### src/rtl/alu_serial_arb.sv
`default_nettype none
// ============================================================================
// Module      : alu_serial_arb
// Description : Two-requester round-robin arbiter in front of a bit-serial
//               ALU. The granted operands are streamed LSB-first through an
//               external 1-bit ALU slice over W cycles. The per-bit results,
//               the OR of all carries and the MSB N flag are collected and
//               presented with a one-cycle done pulse.
// Revision    : 1.0 - initial release
// ============================================================================
module alu_serial_arb #(
    parameter int W = 8
) (
    input  logic         clk,
    input  logic         rst,
    input  logic         req0,
    input  logic         req1,
    input  logic [W-1:0] a0,
    input  logic [W-1:0] b0,
    input  logic [W-1:0] a1,
    input  logic [W-1:0] b1,
    input  logic [1:0]   op0,
    input  logic [1:0]   op1,
    output logic         gnt0,
    output logic         gnt1,
    output logic         busy,
    output logic         done,
    output logic         done_id,
    output logic [W-1:0] result,
    output logic         carry_any,
    output logic         neg,
    output logic         slice_a,
    output logic         slice_b,
    output logic         slice_alucon0,
    output logic         slice_alucon,
    input  logic         slice_r,
    input  logic         slice_carry,
    input  logic         slice_n
);

    localparam int              KW       = $clog2(W);
    localparam logic [KW-1:0]   c_K_LAST = KW'(W - 1);

    typedef enum logic [1:0] {
        S_IDLE = 2'd0,
        S_RUN  = 2'd1,
        S_DONE = 2'd2
    } state_t;

    state_t          state_q, state_d;
    logic [KW-1:0]   k_q, k_d;
    logic [W-1:0]    a_q, a_d;
    logic [W-1:0]    b_q, b_d;
    logic [1:0]      op_q, op_d;
    logic            id_q, id_d;
    logic            ptr_q, ptr_d;          // requester that wins a tie
    logic [W-1:0]    res_q, res_d;
    logic            cacc_q, cacc_d;
    logic [W-1:0]    result_q, result_d;
    logic            carry_any_q, carry_any_d;
    logic            neg_q, neg_d;
    logic            done_id_q, done_id_d;

    logic            w_grant;
    logic            w_pick1;

    // Arbitration: a grant happens only from IDLE and never while reset is high
    assign w_pick1 = req1 && (!req0 || ptr_q);
    assign w_grant = (state_q == S_IDLE) && (req0 || req1) && !rst;

    assign gnt0      = w_grant && !w_pick1;
    assign gnt1      = w_grant &&  w_pick1;
    assign busy      = w_grant || (state_q != S_IDLE);
    assign result    = result_q;
    assign carry_any = carry_any_q;
    assign neg       = neg_q;
    assign done_id   = done_id_q;

    // Next-state, operand capture, serial bit collection and slice drive
    always_comb begin
        state_d       = state_q;
        k_d           = k_q;
        a_d           = a_q;
        b_d           = b_q;
        op_d          = op_q;
        id_d          = id_q;
        ptr_d         = ptr_q;
        res_d         = res_q;
        cacc_d        = cacc_q;
        result_d      = result_q;
        carry_any_d   = carry_any_q;
        neg_d         = neg_q;
        done_id_d     = done_id_q;
        done          = 1'b0;
        slice_a       = 1'b0;
        slice_b       = 1'b0;
        slice_alucon0 = 1'b0;
        slice_alucon  = 1'b0;

        case (state_q)
            S_IDLE: begin
                if (w_grant) begin
                    a_d     = w_pick1 ? a1  : a0;
                    b_d     = w_pick1 ? b1  : b0;
                    op_d    = w_pick1 ? op1 : op0;
                    id_d    = w_pick1;
                    ptr_d   = !w_pick1;
                    k_d     = '0;
                    cacc_d  = 1'b0;
                    state_d = S_RUN;
                end
            end
            S_RUN: begin
                slice_a       = a_q[k_q];
                slice_b       = b_q[k_q];
                slice_alucon0 = op_q[0];
                slice_alucon  = op_q[1];
                res_d[k_q]    = slice_r;
                cacc_d        = cacc_q | slice_carry;
                if (k_q == c_K_LAST) begin
                    result_d    = res_d;
                    carry_any_d = cacc_d;
                    neg_d       = slice_n;
                    done_id_d   = id_q;
                    state_d     = S_DONE;
                end else begin
                    k_d = k_q + KW'(1);
                end
            end
            S_DONE: begin
                done    = 1'b1;
                state_d = S_IDLE;
            end
            default: begin
                state_d = S_IDLE;
            end
        endcase
    end

    // State register with synchronous reset
    always_ff @(posedge clk) begin
        if (rst) begin
            state_q     <= S_IDLE;
            k_q         <= '0;
            a_q         <= '0;
            b_q         <= '0;
            op_q        <= '0;
            id_q        <= 1'b0;
            ptr_q       <= 1'b0;
            res_q       <= '0;
            cacc_q      <= 1'b0;
            result_q    <= '0;
            carry_any_q <= 1'b0;
            neg_q       <= 1'b0;
            done_id_q   <= 1'b0;
        end else begin
            state_q     <= state_d;
            k_q         <= k_d;
            a_q         <= a_d;
            b_q         <= b_d;
            op_q        <= op_d;
            id_q        <= id_d;
            ptr_q       <= ptr_d;
            res_q       <= res_d;
            cacc_q      <= cacc_d;
            result_q    <= result_d;
            carry_any_q <= carry_any_d;
            neg_q       <= neg_d;
            done_id_q   <= done_id_d;
        end
    end

endmodule
`default_nettype wire

### config.mk
export PLATFORM = sky130hd
export DESIGN_NAME = alu_serial_arb
export DESIGN_NICKNAME = d
export VERILOG_FILES = /design/src/rtl/alu_serial_arb.sv
export SDC_FILE = /design/constraint.sdc
export NUM_CORES = 1
export LEC_CHECK = 0
export BUFFER_PORTS_ARGS = -buffer_cell sky130_fd_sc_hd__buf_2
export CAP_MARGIN = 20
export CORE_MARGIN = 2
export CORE_UTILIZATION = 35
export DETAILED_ROUTE_END_ITERATION = 8
export PLACE_DENSITY = 0.58
export REMOVE_ABC_BUFFERS = 1
export SLEW_MARGIN = 5
export SYNTH_ARGS = -nofsm -noshare
export SYNTH_HDL_FRONTEND = slang
export SYNTH_SLANG_ARGS = --single-unit
### constraint.sdc
create_clock -name clk -period 1.8 [get_ports clk]
set_input_delay 0.27 -clock clk [delete_from_list [all_inputs] [get_ports clk]]
set_output_delay 0.27 -clock clk [all_outputs]
set_load 0.05 [all_outputs]
Word level (Yosys, flattened, before mapping)
Index checks and enable logic that the tools add are counted.
Operators by class
  add/subtract/negate cells: 1
  mux-type cells: 23
  reduce and logical (&&, ||, !) cells: 20
  shifts and indexed selects: 0
  $mul: 0
  bitwise operators: 1
  eq/ne operators: 6
  divide/modulo/power cells: 0
  $lt $le $gt $ge: 2
Operators with widths (number)
  $mux W8: 2
  $mux W1: 9
  $bwmux W8: 1
  $reduce_and A2 Y1: 4
  $bmux W1 S3: 2
  $logic_and A1 B1 Y1: 6
  $mux W2: 3
  $mux W3: 2
  $ne A2 B2 Y1 const B: 3
  $pmux W3 S2: 1
  $lt A3 B4 Y1 const B: 1
  $pmux W2 S2: 1
  $reduce_bool A2 Y1: 2
  $add A3 B1 Y3 const B: 1
  $demux W1 S3: 1
  $eq A3 B3 Y1 const B: 1
  $ge A3 B1 Y1 const B: 1
  $logic_not A1 Y1: 3
  $logic_or A1 B1 Y1: 3
  $reduce_and A3 Y1: 1
  $eq A2 B1 Y1 const B: 1
  $eq A2 B2 Y1 const B: 1
  $logic_not A2 Y1: 1
  $pmux W1 S2: 1
  $or A1 B1 Y1: 1
Word-level totals
  RAM bits: 0
  output and inout port bits: 19
  memories: 0
  input port bits: 43
  word-level logic and storage cells: 66
  register bits after elaboration: 45
  bits in latches: 0
  memory bits (read-only): 0

Logic depth before layout (Yosys ltp)
  depth in word-level cells: 5
  depth in mapped cells: 7
  depth with buffers taken out: 5

Least setup slack after synthesis
OpenSTA, ideal clock, no wires.
  path kind: input -> output
  from: input port rst
  to: output port gnt1
  cell stages on the path: 4
  data arrival time: 1964 ps
  path slack: -434 ps
  path through: buf_2 -> or3_1 -> buf_2 -> nor3_1
On the way
  longest elaborated chain between the ends: 3
Ends and longest elaborated chain
  from (decl): RTL line 15  | input logic rst,
  $logic_not A1 Y1: RTL line 69  | assign w_grant = (state_q == S_IDLE) && (req0 || req1) && !rst;
  $logic_and A1 B1 Y1: RTL line 69
  $logic_and A1 B1 Y1: RTL line 72  | assign gnt1 = w_grant && w_pick1;
  to (decl): RTL line 25  | output logic gnt1,
No other way between the ends.

Worst setup path after layout
  from: register k_q[1]
  to: output port slice_b
On the way
  longest elaborated chain between the ends: 3
Ends and longest elaborated chain
  from (decl): RTL line 51  | logic [KW-1:0] k_q, k_d;
  from (signal assigned): RTL line 158  | k_q <= k_d;
  $bmux W1 S3: RTL line 115  | slice_b = b_q[k_q];
  $mux W1 (not written as such): RTL line 115
  $mux W1: RTL line 100  | case (state_q)
  to (decl): RTL line 33  | output logic slice_b,
No other way between the ends. The select of a mux whose other input is x is not followed.

==> summary.md <==
| Metric | Value |
|---|---|
| Gate power share | `0.193` |
| CP Data Required Time | `1.53 ns` |
| Fill count | `669` |
| CTS H-tree depth | `2` |
| DR WL/cell | `14.0 µm` |
| Rel. slew slack | `0.700` |
| Multi-input logic area | `1340 µm²` |
| Chip width | `86.1 µm` |
| Clock root buffer | `clkbuf_8` |
| HPWL after DPL | `4.33 mm` |
| RSZ-0062 raised after global routing | `false` |
| Routed via count | `2244` |
| Synthesis warning total | `0` |
| Initial antenna violation count | `0` |
| RePlAce Congestion | `0.850` |
| Crit-path max cell delay | `0.37 ns` |
| Vias in the first global route | `2032` |
| Total power | `2070 µW` |
| GRT busiest layer | `met2` |
| Area growth from synthesis to layout | `24.2%` |
| Synth async-reset ratio | `0` |
| Layout Nets | `384` |
| Most frequent CP cell | `buf_6` |
| Drt first pass iters | `8` |
| Largest delay share family, worst path | `flip-flops` |
| Clock Power Share | `0.291` |
| Critical Path Fanout Max | `4` |
| Most frequent cells after synthesis | `dfxtp_1 (45), a21oi_1 (34), o21ai_0 (33)` |
| Buf/Inv on CP | `2` |
| WHS Path Cells | `3` |
| Synth Area per Inst | `8.45 µm²` |
| Synth cell types | `40` |
| Met2 Track Usage GR | `0.261` |
| Total CTS buffers | `5` |
| Initial Util | `0.367` |
| Int Pwr | `1480 µW` |
| Worst r2r path cells | `6` |
| Power Dens Cells | `708 nW/µm²` |
| Period utilisation layout | `0.974` |
| Failing checks | `DRC` |
| Max Cap Violations | `0` |
| Most area-consuming cells after synthesis | `dfxtp_1 (38%), a21oi_1 (7.2%), o21ai_0 (7.0%), nand3b_1 (6.4%), a311oi_1 (6.3%)` |
| Setup violations, final | `0` |
| EDFF count, synth | `0` |
| Mapped Cells | `279` |
| Met1 Use GR | `0.227` |
| CP Cell Sequence | `buf_6, mux2i_1, o22ai_2, o21a_1, buf_6` |
| Core area | `6420 µm²` |
| Sw Share | `0.284` |
| First-pass GRT wire length | `9.83 mm` |
| CTS Sinks | `45` |
| Register area | `912 µm²` |
| Skew final | `0.00861 ns` |
| Via density | `5.38` |
| Top FF cell, synth | `dfxtp_1` |
| Net switching power | `589 µW` |
| Total negative slack | `0 ns` |
| Layout cells sized above 1 | `0.300` |
| Final Hold Violating Endpoints | `0` |
| Largest net degree at the start of global routing | `37` |
| Max Transition Viols Final | `0` |
| Die area | `7410 µm²` |
| Share of the synthesized area in the top cell type | `0.382` |
| CTS tree | `built` |
| Grt ovf | `0` |
| Ant diodes | `0` |
| Global Route Usage Sum | `0.165` |
| DRC errors left | `1` |
| Hold buffers post-CTS | `0` |
| FMAX | `570 MHz` |
| Die Ht | `86.1 µm` |
| Worst-Skew Late Latency | `0.30 ns` |
| Post-Syn Area | `2360 µm²` |
| Leak pwr | `0.00113 µW` |
| Final cell count without fillers | `417` |
| Top-count cell post-synth | `dfxtp_1` |
| DR iter-0 viols | `96` |
| Wirelength, routed | `5.84 mm` |
| WS Path Type | `reg2out` |
| CP max-delay cell | `dfxtp_4` |
| Worst EP arrival | `1.48 ns` |
| Detail Route Antenna Nets | `0` |
| Status | `finished with violations` |
| Clock Path Buffers | `2` |
| Number of I/O port buffers | `61` |
| Worst Setup End Kind | `primary output` |
| Setup crit start kind | `register` |
| Area leader, netlist | `dfxtp_1` |
| Seq/Total Area, Yosys | `0.382` |
| Flops & latches, synth | `45` |
| Clk pin slew, worst setup/hold paths | `0.08 ns` |
| Worst path depth | `5` |
| Hold Path Class | `in2reg` |
| Period minus WS final | `1.75 ns` |
| Sequential power share | `0.516` |
| Grt met3 use | `0.0337` |
| Worst-case vdd ir drop | `0.254 mV` |
| Io pins | `62` |
| FP Rows | `29` |
| Worst Tran Pin Value | `0.450 ns` |
| Placed Cells | `408` |
[registers in the layout, indices dropped and copies added (netlist names)]
signal / flops
a_q: 8
b_q: 8
cacc_q: 1
carry_any: 1
done_id: 1
id_q: 1
k_q: 3
neg: 1
op_q: 2
ptr_q: 1
res_q: 8
result: 8
state_q: 2
[timing repair]
item	4_1_cts	5_1_grt
resized for setup	10	8
setup endpoints to repair	3	3
setup buffers	0	1
pin swaps	0	1
endpoints found under the hold margin	0	0
[stage by stage]
step	hold WS, ns	area [µm²]	setup WS (ns)	utilization
after floorplan	0.339	2230	-0.514	-
after global placement	0.442	2780	0.171	0.433
after detailed placement	0.444	2780	0.167	0.433
after CTS	0.203	2890	0.00126	0.450
after global routing	0.230	2930	0.00236	0.456
final	0.211	2930	0.0470	0.456
[worst paths after layout]
path              startpoint      end  slack [ns]
setup / recovery      k_q[1]  slice_b        0.05
hold / removal       slice_n      neg        0.21
setup reg to reg      k_q[1]   k_q[1]        0.19
hold reg to reg          neg      neg        0.45
[routing by layer]
metal  part of all wire  wire length (µm)  vias to the layer above
met5                  0                 0                        -
met4              0.014                82                        0
met3              0.045               265                        8
met2               0.45              2620                       51
met1               0.49              2870                     1027
li1                   -                 -                     1158
[power by group through the flow]
stage                     logic [µW]  registers, µW  clock network (µW)
after CTS                        396           1070                 627
after detailed placement         389           1090                   0
after global placement           385           1090                   0
after global routing             446           1080                 656
after floorplan                  223           1090                   0
final                            400           1070                 604
[logic make-up (layout without fill, tap and decap cells)]
kind of cell / Yosys count / count (layout) / synth area share
muxes: 13 / 13 / 0.0552
DFF: 45 / 45 / 0.382
adders and majority gates: 2 / 2 / 0.0106
AOI/OAI and AO/OA: 106 / 106 / 0.270
and+or+nand+nor: 83 / 83 / 0.225
buffers and inverters: 30 / 91 / 0.0579
[worst min-delay path, stage by stage]
cell and delay, ns:
buf_2 0.10, nand2_1 0.05, a21oi_1 0.05
[cell type report]
cell class	instances	share of cell area
clock buffers	6	0.0248
repair buffers	80	0.166
multi-input cells	204	0.457
clock inverters	2	0.00342
inverters	3	0.00385
well taps	77	0.0329
flip-flops and latches	45	0.312
[cells in the final DEF (no fill, tap or decap), drive strengths merged]
| master | Yosys | layout |
|---|---|---|
| a211oi | 3 | 3 |
| a21oi | 34 | 34 |
| a311oi | 17 | 17 |
| a31o | 1 | 1 |
| a31oi | 4 | 4 |
| and2 | 3 | 3 |
| and2b | 1 | 1 |
| and3 | 1 | 1 |
| and3b | 2 | 2 |
| buf | 15 | 79 |
| clkbuf | 12 | 7 |
| clkinv | 0 | 2 |
| dfxtp | 45 | 45 |
| ha | 2 | 2 |
| inv | 3 | 3 |
| mux2i | 13 | 13 |
| nand2 | 10 | 10 |
| nand2b | 3 | 3 |
| nand3 | 12 | 12 |
| nand3b | 20 | 20 |
| nand4 | 1 | 1 |
| nand4b | 1 | 1 |
| nor2 | 9 | 9 |
| nor2b | 4 | 4 |
| nor3 | 5 | 5 |
| nor3b | 4 | 4 |
| o211ai | 3 | 3 |
| o21a | 3 | 3 |
| o21ai | 37 | 37 |
| o22ai | 2 | 2 |
| o32ai | 2 | 2 |
| or2 | 3 | 3 |
| or3 | 2 | 2 |
| or3b | 2 | 2 |
Note: power is estimated with default switching activity, not from simulation.
